## config.mk

```make
export PLATFORM = sky130hd
export DESIGN_NAME = spi_reg_initiator
export DESIGN_NICKNAME = d
export VERILOG_FILES = /design/src/rtl/spi_reg_pkg.sv /design/src/rtl/spi_reg_initiator_sck_tick.sv /design/src/rtl/spi_reg_initiator.sv
export SDC_FILE = /design/constraint.sdc
export NUM_CORES = 1
export LEC_CHECK = 0
export CORE_MARGIN = 1
export CORE_UTILIZATION = 54
export CTS_CLUSTER_DIAMETER = 40
export DETAILED_ROUTE_END_ITERATION = 16
export GPL_TIMING_DRIVEN = 0
export PLACE_DENSITY = 0.82
export SYNTH_ARGS = -nofsm -noshare
export SYNTH_HDL_FRONTEND = slang
export SYNTH_SLANG_ARGS = --single-unit
```

## constraint.sdc

```tcl
create_clock -name clk -period 3.6 [get_ports clk]
set_input_delay 1.08 -clock clk [delete_from_list [all_inputs] [get_ports clk]]
set_output_delay 1.08 -clock clk [all_outputs]
set_load 0.02 [all_outputs]
```

## src/rtl/spi_reg_pkg.sv

```systemverilog
// Shared definitions for the SPI register-protocol initiator: header layout, frame sizes,
// width codes and controller states.
package spi_reg_pkg;

   localparam int RW_BIT     = 15;
   localparam int WIDTH_MSB  = 14;
   localparam int WIDTH_LSB  = 13;
   localparam int ADDR_MSB   = 5;
   localparam int ADDR_LSB   = 0;
   localparam int HDR_BITS   = 16;
   localparam int DATA_BITS  = 32;
   localparam int FRAME_BITS = HDR_BITS + DATA_BITS;

   typedef enum logic [1:0] {
      WIDTH_BYTE = 2'b00,
      WIDTH_HALF = 2'b01,
      WIDTH_WORD = 2'b10,
      WIDTH_RSVD = 2'b11
   } txn_width_e;

   typedef enum logic [2:0] {
      ST_IDLE  = 3'd0,
      ST_SETUP = 3'd1,
      ST_HDR   = 3'd2,
      ST_TURN  = 3'd3,
      ST_DATA  = 3'd4,
      ST_HOLD  = 3'd5,
      ST_GAP   = 3'd6
   } state_e;

   function automatic logic [HDR_BITS-1:0] build_header(input logic       rw,
                                                        input logic [1:0] width,
                                                        input logic [5:0] addr);
      logic [HDR_BITS-1:0] hdr;
      hdr                      = 16'h0000;
      hdr[RW_BIT]              = rw;
      hdr[WIDTH_MSB:WIDTH_LSB] = width;
      hdr[ADDR_MSB:ADDR_LSB]   = addr;
      return hdr;
   endfunction

endpackage

```

## src/rtl/spi_reg_initiator_sck_tick.sv

```systemverilog
// Half-period timebase: a CLK_DIV-cycle counter that ticks on the last cycle of each
// half period and tracks the SCK phase while bit periods are running.
module spi_sck_tick #(
   parameter int CLK_DIV = 4
) (
   input  logic clk,
   input  logic rst_n,
   input  logic en,
   input  logic toggle_en,
   output logic tick,
   output logic phase
);
   localparam int            CW      = $clog2(CLK_DIV);
   localparam logic [CW-1:0] CNT_MAX = CW'(CLK_DIV - 1);

   logic [CW-1:0] cnt_q, cnt_d;
   logic          phase_q, phase_d;

   assign tick  = en && (cnt_q == CNT_MAX);
   assign phase = phase_q;

   always_comb begin
      cnt_d   = cnt_q;
      phase_d = phase_q;
      if (!en) begin
         cnt_d   = '0;
         phase_d = 1'b0;
      end else if (cnt_q == CNT_MAX) begin
         cnt_d   = '0;
         phase_d = toggle_en ? ~phase_q : phase_q;
      end else begin
         cnt_d   = cnt_q + CW'(1);
         phase_d = phase_q;
      end
   end

   always_ff @(posedge clk or negedge rst_n) begin
      if (!rst_n) begin
         cnt_q   <= '0;
         phase_q <= 1'b0;
      end else begin
         cnt_q   <= cnt_d;
         phase_q <= phase_d;
      end
   end

endmodule

```

## src/rtl/spi_reg_initiator.sv

```systemverilog
// SPI register-protocol initiator: turns one host request into one framed mode-0 transaction
// and returns read data with a done pulse.
module spi_reg_initiator
   import spi_reg_pkg::*;
#(
   parameter int CLK_DIV     = 4,
   parameter int TURN_CYCLES = 2
) (
   input  logic        clk,
   input  logic        rst_n,
   input  logic        start,
   input  logic        rw,
   input  logic [1:0]  txn_width,
   input  logic [5:0]  addr,
   input  logic [31:0] wdata,
   output logic        busy,
   output logic        done,
   output logic [31:0] rdata,
   output logic        spi_cs_n,
   output logic        spi_clk,
   output logic        spi_mosi,
   input  logic        spi_miso
);
   localparam int BCW = 8;

   if (CLK_DIV < 4) begin : g_clk_div_check
      $error("spi_reg_initiator: CLK_DIV must be at least 4");
   end

   state_e                state_q, state_d, after_bits;
   logic [BCW-1:0]        bit_cnt_q, bit_cnt_d, bit_last;
   logic [FRAME_BITS-1:0] shift_out_q, shift_out_d;
   logic [DATA_BITS-1:0]  shift_in_q, shift_in_d;
   logic [DATA_BITS-1:0]  rdata_q, rdata_d;
   logic                  rw_q, rw_d;
   logic                  busy_q, busy_d, done_q, done_d;
   logic                  cs_n_q, cs_n_d, sck_q, sck_d, mosi_q, mosi_d;
   logic                  tick, phase, cur_in_bits, nxt_in_bits, bit_end, load_bit;

   function automatic logic is_bit_state(input state_e s);
      return (s == ST_HDR) || (s == ST_TURN) || (s == ST_DATA);
   endfunction

   spi_sck_tick #(.CLK_DIV(CLK_DIV)) u_tick (
      .clk       (clk),
      .rst_n     (rst_n),
      .en        (state_q != ST_IDLE),
      .toggle_en (cur_in_bits),
      .tick      (tick),
      .phase     (phase)
   );

   always_comb begin
      state_d     = state_q;
      bit_cnt_d   = bit_cnt_q;
      shift_out_d = shift_out_q;
      shift_in_d  = shift_in_q;
      rdata_d     = rdata_q;
      rw_d        = rw_q;
      done_d      = 1'b0;
      cur_in_bits = is_bit_state(state_q);
      bit_end     = cur_in_bits && tick && phase;

      case (state_q)
         ST_HDR: begin
            bit_last   = BCW'(HDR_BITS - 1);
            after_bits = (!rw_q && (TURN_CYCLES > 0)) ? ST_TURN : ST_DATA;
         end
         ST_TURN: begin
            bit_last   = BCW'(TURN_CYCLES - 1);
            after_bits = ST_DATA;
         end
         default: begin
            bit_last   = BCW'(DATA_BITS - 1);
            after_bits = ST_HOLD;
         end
      endcase

      case (state_q)
         ST_IDLE: begin
            if (start) begin
               state_d     = ST_SETUP;
               rw_d        = rw;
               bit_cnt_d   = '0;
               shift_out_d = {build_header(rw, txn_width, addr), rw ? wdata : 32'h0000_0000};
            end else begin
               state_d = ST_IDLE;
            end
         end
         ST_SETUP: begin
            state_d = tick ? ST_HDR : ST_SETUP;
         end
         ST_HDR, ST_TURN, ST_DATA: begin
            if (bit_end && (bit_cnt_q == bit_last)) begin
               bit_cnt_d = '0;
               state_d   = after_bits;
            end else if (bit_end) begin
               bit_cnt_d = bit_cnt_q + BCW'(1);
            end else begin
               bit_cnt_d = bit_cnt_q;
            end
         end
         ST_HOLD: begin
            if (tick) begin
               state_d = ST_GAP;
               done_d  = 1'b1;
               rdata_d = rw_q ? rdata_q : shift_in_q;
            end else begin
               state_d = ST_HOLD;
            end
         end
         ST_GAP: begin
            state_d = tick ? ST_IDLE : ST_GAP;
         end
         default: begin
            state_d = ST_IDLE;
         end
      endcase

      // MISO is taken on the final cycle of each high half, after the target's synchroniser.
      if ((state_q == ST_DATA) && bit_end) begin
         shift_in_d = {shift_in_q[DATA_BITS-2:0], spi_miso};
      end else begin
         shift_in_d = shift_in_q;
      end

      // A new bit goes out at the start of every low half, and only then.
      nxt_in_bits = is_bit_state(state_d);
      load_bit    = nxt_in_bits && tick && ((state_q == ST_SETUP) || bit_end);
      if (load_bit) begin
         mosi_d      = shift_out_q[FRAME_BITS-1];
         shift_out_d = {shift_out_q[FRAME_BITS-2:0], 1'b0};
      end else if (nxt_in_bits) begin
         mosi_d = mosi_q;
      end else begin
         mosi_d = 1'b0;
      end

      sck_d  = nxt_in_bits ? ((cur_in_bits && tick) ? ~phase : phase) : 1'b0;
      cs_n_d = (state_d == ST_IDLE) || (state_d == ST_GAP);
      busy_d = (state_d != ST_IDLE);
   end

   always_ff @(posedge clk or negedge rst_n) begin
      if (!rst_n) begin
         state_q     <= ST_IDLE;
         bit_cnt_q   <= '0;
         shift_out_q <= '0;
         shift_in_q  <= '0;
         rdata_q     <= 32'h0000_0000;
         rw_q        <= 1'b0;
         busy_q      <= 1'b0;
         done_q      <= 1'b0;
         cs_n_q      <= 1'b1;
         sck_q       <= 1'b0;
         mosi_q      <= 1'b0;
      end else begin
         state_q     <= state_d;
         bit_cnt_q   <= bit_cnt_d;
         shift_out_q <= shift_out_d;
         shift_in_q  <= shift_in_d;
         rdata_q     <= rdata_d;
         rw_q        <= rw_d;
         busy_q      <= busy_d;
         done_q      <= done_d;
         cs_n_q      <= cs_n_d;
         sck_q       <= sck_d;
         mosi_q      <= mosi_d;
      end
   end

   assign busy     = busy_q;
   assign done     = done_q;
   assign rdata    = rdata_q;
   assign spi_cs_n = cs_n_q;
   assign spi_clk  = sck_q;
   assign spi_mosi = mosi_q;

endmodule
```

Word level (Yosys, flattened, before mapping)
Index checks and enable logic that the tools add are counted.
W data, S select, Z words.
{ "word_totals": {"ff_bits": 132, "n_memories": 0, "mem_bits_rw": 0, "mem_bits_ro": 0, "output_inout_bits": 37, "latchBits": 0} }
{ "classes": {"shifts": 0, "multipliers": 0, "n_bitwise": 2, "addsub": 2, "muxes": 28, "eq_ne": 17, "div_mod_pow": 0, "order_cmp": 0, "n_reduce_logical": 26} }
{ "op_table": {"columns": ["operator", "n"], "rows": [
  ["$mux W48", 3],
  ["$mux W32", 1],
  ["$mux W8", 3],
  ["$pmux W8 S2", 1],
  ["$eq A3 B3 Y1 const B", 5],
  ["$pmux W3 S5", 1],
  ["$eq A3 B2 Y1 const B", 4],
  ["$mux W1", 10],
  ["$pmux W5 S2", 1],
  ["$mux W3", 3],
  ["$add A8 B1 Y8 const B", 1],
  ["$eq A8 B8 Y1", 1],
  ["$mux W2", 4],
  ["$logic_and A1 B1 Y1", 7],
  ["$logic_not A3 Y1", 2],
  ["$logic_or A1 B1 Y1", 6],
  ["$ne A2 B2 Y1 const B", 3],
  ["$pmux W3 S2", 1],
  ["$reduce_and A2 Y1", 3],
  ["$reduce_and A3 Y1", 2],
  ["$reduce_bool A2 Y1", 3],
  ["$reduce_bool A3 Y1", 2],
  ["$eq A3 B1 Y1 const B", 1],
  ["$ne A3 B3 Y1 const B", 1],
  ["other kinds (5)", 6]
]} }

Longest topological paths before layout
Gate-level depths: netlist of the first run.
{ "logic_depth": {"word_depth": 15, "ltp_mapped": 14, "ltp_nobuf": 10} }

By module
A second synthesis of the first run with hierarchy kept.
{ "unflattened": {"cells_unflattened": 447, "hier_area_um2": 5718.0} }
{ "by_module_without_submodules": {"columns": ["module", "n_inst", "cells_each", "area_per_inst_um2", "seq_area_each_um2"], "rows": [
  ["spi_reg_initiator", 1, 436, 5585.4, 3229.3],
  ["spi_sck_tick", 1, 11, 132.6, 75.1]
]} }

Worst setup path after synthesis of the first run
No wires, ideal clock.
{ "synth_timing": {"path_kind": "register to register", "startpoint": "reg state_q[1]", "endpoint": "reg shift_out_q[30]", "t_arrival_ns": 3.004, "setup_slack_ns": 0.470, "period_less_slack_ns": 3.130, "required_time_ns": 3.474, "stages_incl_launch_ff": 14, "cell_sequence": "dfrtp_1 > buf_2 > clkbuf_1 > nor2_1 > a21oi_1 > nor2_1 > ha_1 > nor4b_2 > a31oi_1 > or4_4 > o41ai_4 > nor2_2 > buf_6 > a221o_1"} }
{ "synth_via": {"elab_chain_cells": 15} }
{ "synth_rtl": {"columns": ["element", "line_no", "text"], "rows": [
  ["start, declared", "spi_reg_initiator.sv:30", "state_e state_q, state_d, after_bits;"],
  ["start signal, assigned", "spi_reg_initiator.sv:158", "state_q <= state_d;"],
  ["branches (longest 7 deep; another with $eq A8 B8 Y1)", null, null],
  ["$pmux W3 S5 (*)", "spi_reg_initiator.sv:79", "case (state_q)"],
  ["via state_d[0]", "spi_reg_initiator.sv:30", null],
  ["$eq A3 B2 Y1", "spi_reg_initiator.sv:41", "return (s == ST_HDR) || (s == ST_TURN) || (s == ST_DATA);"],
  ["$logic_or A1 B1 Y1", "spi_reg_initiator.sv:41", null],
  ["$logic_or A1 B1 Y1 (*)", "spi_reg_initiator.sv:41", null],
  ["$logic_and A1 B1 Y1 (*) (2 in a row)", "spi_reg_initiator.sv:129", "load_bit = nxt_in_bits && tick && ((state_q == ST_SETUP) || bit_end);"],
  ["$reduce_bool A2 Y1 (no line)", null, null],
  ["$reduce_and A2 Y1 (no line)", null, null],
  ["end signal, assigned", "spi_reg_initiator.sv:160", "shift_out_q <= shift_out_d;"],
  ["end, declared", "spi_reg_initiator.sv:32", "logic [FRAME_BITS-1:0] shift_out_q, shift_out_d;"]
]} }
Mark *: on every way through the listed nets, which the timed path passes.
A chain may end at the register's enable or synchronous reset.

Final worst setup path of the first run
{ "layout_timing": {"startpoint": "reg u_tick.cnt_q[0]", "endpoint": "reg shift_out_q[46]"} }
{ "layout_via": {"elab_chain_cells": 14} }
{ "layout_rtl": {"columns": ["element", "line_no", "text"], "rows": [
  ["start, declared", "spi_reg_initiator_sck_tick.sv:16", "logic [CW-1:0] cnt_q, cnt_d;"],
  ["start signal, assigned", "spi_reg_initiator_sck_tick.sv:42", "cnt_q <= cnt_d;"],
  ["$eq A2 B2 Y1 (*)", "spi_reg_initiator_sck_tick.sv:19", "assign tick = en && (cnt_q == CNT_MAX);"],
  ["$logic_and A1 B1 Y1 (*)", "spi_reg_initiator_sck_tick.sv:19", null],
  ["$logic_and A1 B1 Y1 (2 in a row)", "spi_reg_initiator.sv:62", "bit_end = cur_in_bits && tick && phase;"],
  ["$logic_and A1 B1 Y1", "spi_reg_initiator.sv:94", "if (bit_end && (bit_cnt_q == bit_last)) begin"],
  ["$mux W3", "spi_reg_initiator.sv:94", null],
  ["$pmux W3 S5", "spi_reg_initiator.sv:79", null],
  ["$eq A3 B2 Y1", "spi_reg_initiator.sv:41", null],
  ["$logic_or A1 B1 Y1 (2 in a row)", "spi_reg_initiator.sv:41", null],
  ["$logic_and A1 B1 Y1", "spi_reg_initiator.sv:129", null],
  ["$logic_and A1 B1 Y1 (*)", "spi_reg_initiator.sv:129", null],
  ["$reduce_bool A2 Y1 (no line)", null, null],
  ["$reduce_and A2 Y1 (no line)", null, null]
]} }
Mark *: on every way between the ends. The rest lies on a longest branch, timed or not.

==> impl_metrics.json, run 1 <==
{
  "outcome": "complete, no violations",
  "maxCapViolCount": 0,
  "r2r_setup_slack_ps": 180,
  "power.internal_mw": 3.31,
  "final_max_slew_viol_count": 0,
  "drive_above_1_share_pct": 15.5,
  "fin_crit_sh_pct": 94.9,
  "viasPerCell": 5.55,
  "synth_top_area_share_pct": 57.6,
  "synthFlopType": "dfrtp_1",
  "synth_seq_cells": 132,
  "rr_endpoint": "shift_out_q[46]",
  "seq_area_frac_synth_pct": 58.1,
  "synth_edf_count": 0,
  "period_needed_ps": 3420,
  "synth_cells": 504,
  "grt-ovfl-total": 0,
  "multi_input_area_um2": 2220,
  "coreArea_um2": 10300,
  "clock-sinks": 132,
  "tns_ps": 0,
  "htreeDepth": 4,
  "synthTopCellsByArea": "dfrtp_1 (58%), nand2_1 (7.7%), mux2_2 (6.9%)",
  "sw_frac_of_total_pct": 27.5,
  "final_common_cell": "dfrtp_1",
  "ys_warn_count": 0,
  "cts_resized": 2,
  "die_area_um2": 10900,
  "worstSetupEndpointType": "flop",
  "start_util_pct": 55.3,
  "hold_class": "reg -> reg",
  "grt_usage_pct": 22.9,
  "ios": 82,
  "place_area_um2": 6700,
  "seqPwrFrac_pct": 41.4,
  "clockRootBuffer": "clkbuf_8",
  "switching_power_mw": 1.26,
  "drtIter0Drc": 226,
  "syn2layout_area_growth_pct": 29.1,
  "hold_viol_final": 0,
  "die_w_um": 105,
  "cp-start-kind": "flop",
  "drc": 0,
  "clk_pin_slew_ps": 60,
  "setup.worst_path.class": "reg -> reg",
  "arrival_ps": 3870,
  "clk_latency_ps": 510,
  "hold_buffers": 0,
  "combPwrFrac_pct": 20.8,
  "grt_pass1_vias": 4098,
  "leakagePower_nw": 3.56,
  "grt_pass1_wl_um": 19700,
  "syn_area_um2": 5690,
  "grt_max_degree": 76,
  "crit_path_start": "u_tick.cnt_q[0]",
  "max-vdd-ir-drop_mv": 0.295,
  "seqCellArea_um2": 3300,
  "synthArstFlopShare_pct": 100,
  "worstRegToRegCells": 13,
  "tightest_slew_ps": 600,
  "drtAntennaViolNets": 0,
  "maxSlewHeadroom_pct": 60.0,
  "die_h_um": 105,
  "ys_types": 47,
  "gp_congestion": 0.867,
  "setup_violations": 0,
  "fillers": 736,
  "io_buffers": 81,
  "mostFrequentLayoutCells": "dfrtp_1 (131), nand2_1 (117), clkdlybuf4s50_1 (80)",
  "required_ps": 4050,
  "drt_pass1_iterations": 5,
  "critPathMaxFanout": 10,
  "avgSynthCellArea_um2": 11.3,
  "holdPathEnd": "u_tick.cnt_q[0]",
  "power_density_nw_per_um2": 623,
  "min_from": "u_tick.cnt_q[0]",
  "antennaDiodeCount": 0,
  "max_freq_mhz": 293,
  "wl_per_cell_um": 15.4,
  "clock_skew_ps": 9.34,
  "design_area_um2": 7340,
  "cts_tree": "done",
  "place_hpwl_um": 7810,
  "cts_buffer_depth": 2,
  "whs_ps": 447,
  "r2r-start": "u_tick.cnt_q[0]",
  "yosysTopAreaCell": "dfrtp_1",
  "drt_wl_total_um": 11600,
  "post_cts_buffers": 0,
  "numCtsBuffers": 17,
  "syn-num-nets": 552,
  "fin_nets": 653,
  "rows": 37,
  "p_clk_share_pct": 37.7,
  "hold_depth": 1,
  "antenna_found_initial": 0,
  "num_vias": 4182
}
-- registers in the layout, indices dropped and copies added, names as in the netlist --
name,cells
rw_q,1
bit_cnt_q,8
done,1
spi_clk,1
spi_cs_n,1
state_q,3
shift_out_q,48
shift_in_q,32
busy,1
u_tick.phase,1
rdata,32
u_tick.cnt_q,2
spi_mosi,1
-- critical path, stage by stage (launching register included) --
cell       delay, ps
dfrtp_1          350
ha_1             140
clkbuf_1         340
inv_1            140
nor2_2           230
ha_4             230
nand4bb_1        230
nor4_4           380
a31oi_1          230
o41ai_4          420
buf_4            250
buf_6            160
a22o_1           150
a21o_1            90
-- logic make-up after synthesis --
group	count (synthesis)	share of synthesized area [%]
AOI/OAI and AO/OA	91	13.1
muxes	37	7.28
DFF	132	58.1
buffers and inverters	35	3.52
and+or+nand+nor	206	17.3
adders and majority gates	3	0.660
-- synth_stat cells (4+ instances only) --
master	number
a21o_1	9
a21oi_1	7
a221o_1	32
a22o_1	12
and2_1	34
and3_1	7
buf_2	4
buf_4	5
buf_6	6
clkbuf_1	14
dfrtp_1	131
mux2_2	35
nand2_1	117
nand3_1	7
nor2_1	12
nor2b_1	9
nor3_1	4
o21ai_0	12
o21ai_1	5
-- layer usage --
| layer | share of wire [%] | global-route usage (%) |
|---|---|---|
| met1 | 44 | 29.1 |
| met2 | 51 | 37.7 |
| met3 | 4.2 | 7.05 |
| met4 | 1.0 | 6.94 |
| met5 | 0 | 0 |
-- power groups by stage --
stage / clock network, mW / logic [mW] / registers (mW)
6_report: 1.73 / 0.953 / 1.89
5_1_grt: 1.84 / 1.06 / 1.92
4_1_cts: 1.76 / 0.922 / 1.89
3_5_place_dp: 0 / 0.913 / 1.90
3_3_place_gp: 0 / 0.872 / 1.90
2_1_floorplan: 0 / 0.647 / 1.88
-- final cells by class --
| type | instances | area share [%] |
|---|---|---|
| sequential | 132 | 45.0 |
| multi-input combinational | 337 | 30.2 |
| timing repair buffer | 82 | 11.4 |
| clock buffer | 21 | 6.25 |
| buffer | 32 | 2.59 |
| tap | 136 | 2.32 |
| clock inverter | 11 | 2.03 |
| inverter | 3 | 0.153 |
-- worst max path at each step --
stage / end / slack [ps] / cells past startpoint
CTS: shift_out_q[4] / 10 / 13
detailed placement: shift_out_q[43] / -130 / 13
global route: shift_out_q[42] / -70 / 13
finish: shift_out_q[46] / 180 / 13
floorplan: shift_out_q[30] / 470 / 13
global placement: shift_out_q[14] / -3440 / 1
-- stage by stage --
stage | power (mW) | utilization [%] | setup slack [ps] | instances
2_1_floorplan | 2.52 | - | 470 | 504
6_report | 4.57 | 71.5 | 184 | 754
5_1_grt | 4.82 | 71.5 | -74.8 | 754
3_5_place_dp | 2.81 | 65.2 | -135 | 722
3_3_place_gp | 2.77 | 64.9 | -3440 | 721
4_1_cts | 4.57 | 71.2 | 12.8 | 754
(Power assumes the default switching activity.)
==> run 2, diff against run 1 <==
--- a/config.mk
+++ b/config.mk
@@ -10,6 +10,7 @@
 export CTS_CLUSTER_DIAMETER = 40
 export DETAILED_ROUTE_END_ITERATION = 16
 export GPL_TIMING_DRIVEN = 0
+export HOLD_SLACK_MARGIN = 0.03
 export PLACE_DENSITY = 0.82
 export SYNTH_ARGS = -nofsm -noshare
 export SYNTH_HDL_FRONTEND = slang
==> results of run 2 <==
No change in the layout: final DEF, timing and power equal those of run 1.
